**src/rtl/btn_conditioner.sv**
```systemverilog
// Movement button front end: synchronize, debounce, detect presses, auto-repeat,
// and hand single-step direction requests to the player stage over valid/ready.
module btn_conditioner #(
  parameter int DEBOUNCE_CYCLES = 250000,
  parameter int REPEAT_DELAY    = 12500000,
  parameter int REPEAT_RATE     = 2500000,
  parameter int ACTIVE_LOW      = 1,
  parameter int CNT_W           = 24
) (
  input  logic       CLOCK_25,
  input  logic       reset,
  input  logic       btn_up,
  input  logic       btn_down,
  input  logic       btn_left,
  input  logic       btn_right,
  input  logic       dir_ready,
  output logic       dir_valid,
  output logic [1:0] dir_code,
  output logic [3:0] btn_held
);

  localparam logic [CNT_W-1:0] DB_LAST    = CNT_W'(DEBOUNCE_CYCLES - 1);
  localparam logic [CNT_W-1:0] DELAY_LAST = CNT_W'(REPEAT_DELAY - 1);
  localparam logic [CNT_W-1:0] RATE_LAST  = CNT_W'(REPEAT_RATE - 1);
  localparam logic [CNT_W-1:0] CNT_ONE    = CNT_W'(1);

  typedef enum logic [1:0] {S_IDLE, S_DELAY, S_REPEAT} state_t;

  logic [3:0]       raw;
  logic [3:0]       norm;
  logic [3:0]       sync1;
  logic [3:0]       sync2;
  logic [3:0]       sync3;
  logic [3:0]       stable;
  logic [3:0]       stable_d;
  logic [3:0]       rise;
  logic [CNT_W-1:0] db_cnt [4];

  state_t           state;
  state_t           state_n;
  logic [1:0]       active;
  logic [1:0]       active_n;
  logic [1:0]       press_dir;
  logic [CNT_W-1:0] timer;
  logic [CNT_W-1:0] timer_n;
  logic             evt;

  assign raw  = {btn_right, btn_left, btn_down, btn_up};
  assign norm = (ACTIVE_LOW != 0) ? ~raw : raw;

  // Third stage registers the normalized level so a debounce decision never sees
  // the metastability-prone second flop directly.
  always_ff @(posedge CLOCK_25 or posedge reset) begin
    if (reset) begin
      sync1    <= '0;
      sync2    <= '0;
      sync3    <= '0;
      stable_d <= '0;
    end else begin
      sync1    <= norm;
      sync2    <= sync1;
      sync3    <= sync2;
      stable_d <= stable;
    end
  end

  always_ff @(posedge CLOCK_25 or posedge reset) begin
    if (reset) begin
      stable <= '0;
      for (int i = 0; i < 4; i++) db_cnt[i] <= '0;
    end else begin
      for (int i = 0; i < 4; i++) begin
        if (sync3[i] == stable[i]) begin
          db_cnt[i] <= '0;
        end else if (db_cnt[i] == DB_LAST) begin
          stable[i] <= sync3[i];
          db_cnt[i] <= '0;
        end else begin
          db_cnt[i] <= db_cnt[i] + CNT_ONE;
        end
      end
    end
  end

  assign rise     = stable & ~stable_d;
  assign btn_held = stable;

  always_comb begin
    press_dir = 2'd3;
    if (rise[0])      press_dir = 2'd0;
    else if (rise[1]) press_dir = 2'd1;
    else if (rise[2]) press_dir = 2'd2;
  end

  always_ff @(posedge CLOCK_25 or posedge reset) begin
    if (reset) begin
      state  <= S_IDLE;
      active <= 2'd0;
      timer  <= '0;
    end else begin
      state  <= state_n;
      active <= active_n;
      timer  <= timer_n;
    end
  end

  // A new press always takes over; release is checked before a due repeat so a
  // release landing on the repeat edge suppresses it.
  always_comb begin
    state_n  = state;
    active_n = active;
    timer_n  = timer + CNT_ONE;
    evt      = 1'b0;
    case (state)
      S_IDLE: begin
        timer_n = '0;
        if (|rise) begin
          active_n = press_dir;
          evt      = 1'b1;
          state_n  = S_DELAY;
        end
      end
      S_DELAY, S_REPEAT: begin
        if (|rise) begin
          active_n = press_dir;
          evt      = 1'b1;
          state_n  = S_DELAY;
          timer_n  = '0;
        end else if (!stable[active]) begin
          state_n = S_IDLE;
          timer_n = '0;
        end else if (state == S_DELAY && timer == DELAY_LAST) begin
          evt     = 1'b1;
          state_n = S_REPEAT;
          timer_n = '0;
        end else if (state == S_REPEAT && timer == RATE_LAST) begin
          evt     = 1'b1;
          timer_n = '0;
        end
      end
      default: begin
        state_n = S_IDLE;
        timer_n = '0;
      end
    endcase
  end

  always_ff @(posedge CLOCK_25 or posedge reset) begin
    if (reset) begin
      dir_valid <= 1'b0;
      dir_code  <= 2'd0;
    end else if (evt && (!dir_valid || dir_ready)) begin
      dir_valid <= 1'b1;
      dir_code  <= active_n;
    end else if (dir_valid && dir_ready) begin
      dir_valid <= 1'b0;
    end
  end

endmodule

```
**config.mk**
```make
export PLATFORM = sky130hd
export DESIGN_NAME = btn_conditioner
export DESIGN_NICKNAME = d
export VERILOG_FILES = /design/src/rtl/btn_conditioner.sv
export SDC_FILE = /design/constraint.sdc
export NUM_CORES = 1
export LEC_CHECK = 0
export ABC_AREA = 1
export CAP_MARGIN = 10
export CORE_MARGIN = 2
export CORE_UTILIZATION = 37
export CTS_BUF_LIST = sky130_fd_sc_hd__clkbuf_8
export CTS_CLUSTER_DIAMETER = 60
export CTS_CLUSTER_SIZE = 14
export DETAILED_ROUTE_END_ITERATION = 6
export HOLD_SLACK_MARGIN = 0.08
export SLEW_MARGIN = 20
export SYNTH_ARGS = -nofsm -noshare
export SYNTH_HDL_FRONTEND = slang
export SYNTH_SLANG_ARGS = --single-unit
```
**constraint.sdc**
```tcl
create_clock -name CLOCK_25 -period 4 [get_ports CLOCK_25]
set_input_delay 0.4 -clock CLOCK_25 [delete_from_list [all_inputs] [get_ports CLOCK_25]]
set_output_delay 0.4 -clock CLOCK_25 [all_outputs]
set_load 0.1 [all_outputs]
```
==> flow_metrics.env <==
export IMPL_outcome="finished clean"
export IMPL_cp_max_fo=6
export IMPL_p_int_uw=2170
export IMPL_route_detailed_wl_per_inst_um=13.5
export IMPL_n_antenna_cell=0
export IMPL_clkSlewWorstSetupHoldPaths_ns=0.08
export IMPL_drc=0
export IMPL_place_congestion=0.931
export IMPL_synth_top_area_cell="dfrtp_1"
export IMPL_grt_pass1_wl_um=31600
export IMPL_num_vias=6872
export IMPL_period_share_pct=64.3
export IMPL_syn_nets=1074
export IMPL_portBuffers=13
export IMPL_fin_worst_skew_ns=0.0110
export IMPL_synth_edf_count=0
export IMPL_crit_path_max_incr_delay_ns=1.20
export IMPL_path_cells="clkdlybuf4s50_1"
export IMPL_worstMarginPinSlew_ns=0.998
export IMPL_drtIter0Drc=544
export IMPL_synth_area_um2=8160
export IMPL_cp_top_family="buffers and inverters"
export IMPL_cts_sinks=147
export IMPL_antenna_found_initial=0
export IMPL_finalHoldViolations=0
export IMPL_cp_data_arrival_time_ns=2.17
export IMPL_rsz0062_at_grt="false"
export IMPL_wl_met3_um=701
export IMPL_power_uw=2860
export IMPL_ys_async_sr_fraction_pct=100
export IMPL_min_period_ns=2.57
export IMPL_p_leak_uw=0.00374
export IMPL_holdPathStages=0
export IMPL_top_layer="met4"
export IMPL_switching_share_pct=24.2
export IMPL_cts_tree="built"
export IMPL_clock_power_share_pct=44.1
export IMPL_max_cap_viol_count=0
export IMPL_cts_path_max_buffers=2
export IMPL_cts_setup_buffers=0
export IMPL_switchingPower_uw=690
export IMPL_crit_buf_inv=1
export IMPL_track_usage_pct=16.4
export IMPL_nFillCells=2257
export IMPL_die_w_um=152
export IMPL_syn_inst=1058
export IMPL_cts_resized_gates=0
export IMPL_drt_vias_per_instance=4.98
export IMPL_p_comb_share_pct=2.9
export IMPL_num_rows=54
export IMPL_die_h_um=152
export IMPL_ys_seq_area_share_pct=45.1
export IMPL_startpoint_type="flip-flop"
export IMPL_ys_top_cells_by_area="dfrtp_1 45%, nand2_1 9.4%, nor2_1 9.4%, inv_1 5.7%, xor2_1 4.1%"
export IMPL_dp_hpwl_um=13900
export IMPL_synth_seq_cells=147
export IMPL_htreeDepth=4
export IMPL_fin_util_pct=41.8
export IMPL_gr_total_overflow=0
export IMPL_setup_tns_ns=0
export IMPL_drive_gt1_share_pct=8.90
export IMPL_crit_cells=1
export IMPL_wl_met2_um=8160
export IMPL_wl_um=18700
export IMPL_power_per_cell_area_nw_per_um2=314
export IMPL_synth_warnings=0
export IMPL_first_pass_iters=5
export IMPL_cp_required_ns=3.60
export IMPL_hp_class="reg -> reg"
export IMPL_seq_power_share_pct=53.0
export IMPL_insertion_delay_ns=0.46
export IMPL_wl_met1_um=9450
export IMPL_setup_viol=0
export IMPL_yosysUniqueCellTypes=38
export IMPL_syn2layout_area_growth_pct=11.3
export IMPL_max_freq_mhz=389
export IMPL_synth_flop_cell="dfrtp_1"
export IMPL_cts_root_buf="clkbuf_8"
export IMPL_final_nets=1104
export IMPL_ant_nets=0
export IMPL_grt_max_degree=56
export IMPL_synth_top_area_share_pct=45.1
export IMPL_crit_slowest_cell="clkdlybuf4s50_1"
export IMPL_path_class="reg -> out"
export IMPL_drv_slew=0
export IMPL_core_area_um2=21800
export IMPL_irDropWorstVdd_v=0.000202
export IMPL_initial_core_util_pct=37.5
export IMPL_synthTopCellsByCount="204 x nand2_1, 204 x nor2_1, 147 x dfrtp_1, 124 x inv_1, 63 x nor3_1"
export IMPL_syn_area_per_cell_um2=7.71
export IMPL_ctsHoldBuffers=0
export IMPL_rr_worst_depth=8
export IMPL_end_kind="output pin"
export IMPL_dieArea_um2=23300
export IMPL_slew_headroom_pct=33.2
export IMPL_cts_buffers=17
export IMPL_grt_pass1_vias=6551
export IMPL_io_pins=14
## state kept, by name (all words and copies together) (netlist names)
signal     count
stable_d       4
state          2
timer         24
dir_valid      1
btn_held       4
sync3          4
dir_code       2
active         2
sync2          4
db_cnt        96
sync1          4
## layer usage
layer	GRT usage, %	vias up
met5	0	-
met4	5.78	0
met3	3.19	32
met2	24.3	138
met1	24.1	3205
li1	-	3497
## layout make-up
| type | count | area, um^2 | area share [%] |
|---|---|---|---|
| multi-input combinational | 772 | 3950 | 43.5 |
| sequential | 147 | 3680 | 40.5 |
| inverter | 135 | 510 | 5.62 |
| tap | 280 | 350 | 3.86 |
| clock buffer | 18 | 248 | 2.73 |
| clock inverter | 14 | 176 | 1.94 |
| timing repair buffer | 15 | 170 | 1.87 |
## path summary, 6_finish.rpt
check | start | end | slack [ns]
min reg2reg | sync1[0]$_DFF_PP0_ | sync2[0]$_DFF_PP0_ | 0.35
max in group asynchronous | reset | timer[1]$_DFF_PP0_ | 2.75
max reg2reg | state[0]$_DFFE_PP0P_ | timer[7]$_DFF_PP0_ | 2.10
min in group asynchronous | reset | db_cnt[26]$_DFF_PP0_ | 0.46
min | sync1[0]$_DFF_PP0_ | sync2[0]$_DFF_PP0_ | 0.35
max | btn_held[0]$_DFFE_PP0P_ | btn_held[0] | 1.43
## power groups by stage
stage          logic [uW]  registers [uW]  clock network (uW)
6_report             83.7            1510                1260
2_1_floorplan        56.8            1540                   0
3_3_place_gp         87.0            1540                   0
5_1_grt              98.1            1520                1370
3_5_place_dp         88.5            1540                   0
4_1_cts              88.7            1510                1290
## per-stage QoR
step                      hold WS [ns]  instances  cell area, um^2  setup WS, ns
after floorplan                  0.331       1058             8160          1.75
after global placement           0.333       1349             8660          1.91
after detailed placement         0.335       1349             8660          1.90
after CTS                        0.353       1381             9080          1.39
after global routing             0.358       1381             9080          1.34
final                            0.352       1381             9080          1.43
## kinds of logic (layout without fill, tap and decap cells)
group,after synthesis,in the layout,synth area share [%]
and+or+nand+nor,666,666,38.7
buffers and inverters,139,182,6.50
DFF,147,147,45.1
adders and majority gates,9,9,1.38
AOI/OAI and AO/OA,50,50,3.33
xor gates and xnor gates,47,47,5.05
## placed cells by master (no fill, tap or decap), types with 9 or more instances in the layout
master / count
a21oi_1: 24
clkbuf_8: 18
clkdlybuf4s50_1: 13
dfrtp_1: 147
ha_1: 9
inv_1: 124
nand2_1: 204
nand2_2: 12
nand3_1: 62
nand4_1: 45
nor2_1: 204
nor2_2: 11
nor3_1: 63
nor3_2: 15
nor3b_1: 10
nor4_1: 15
o21ai_0: 14
xnor2_1: 9
xor2_1: 38
Note: power is estimated with default switching activity, not from simulation.
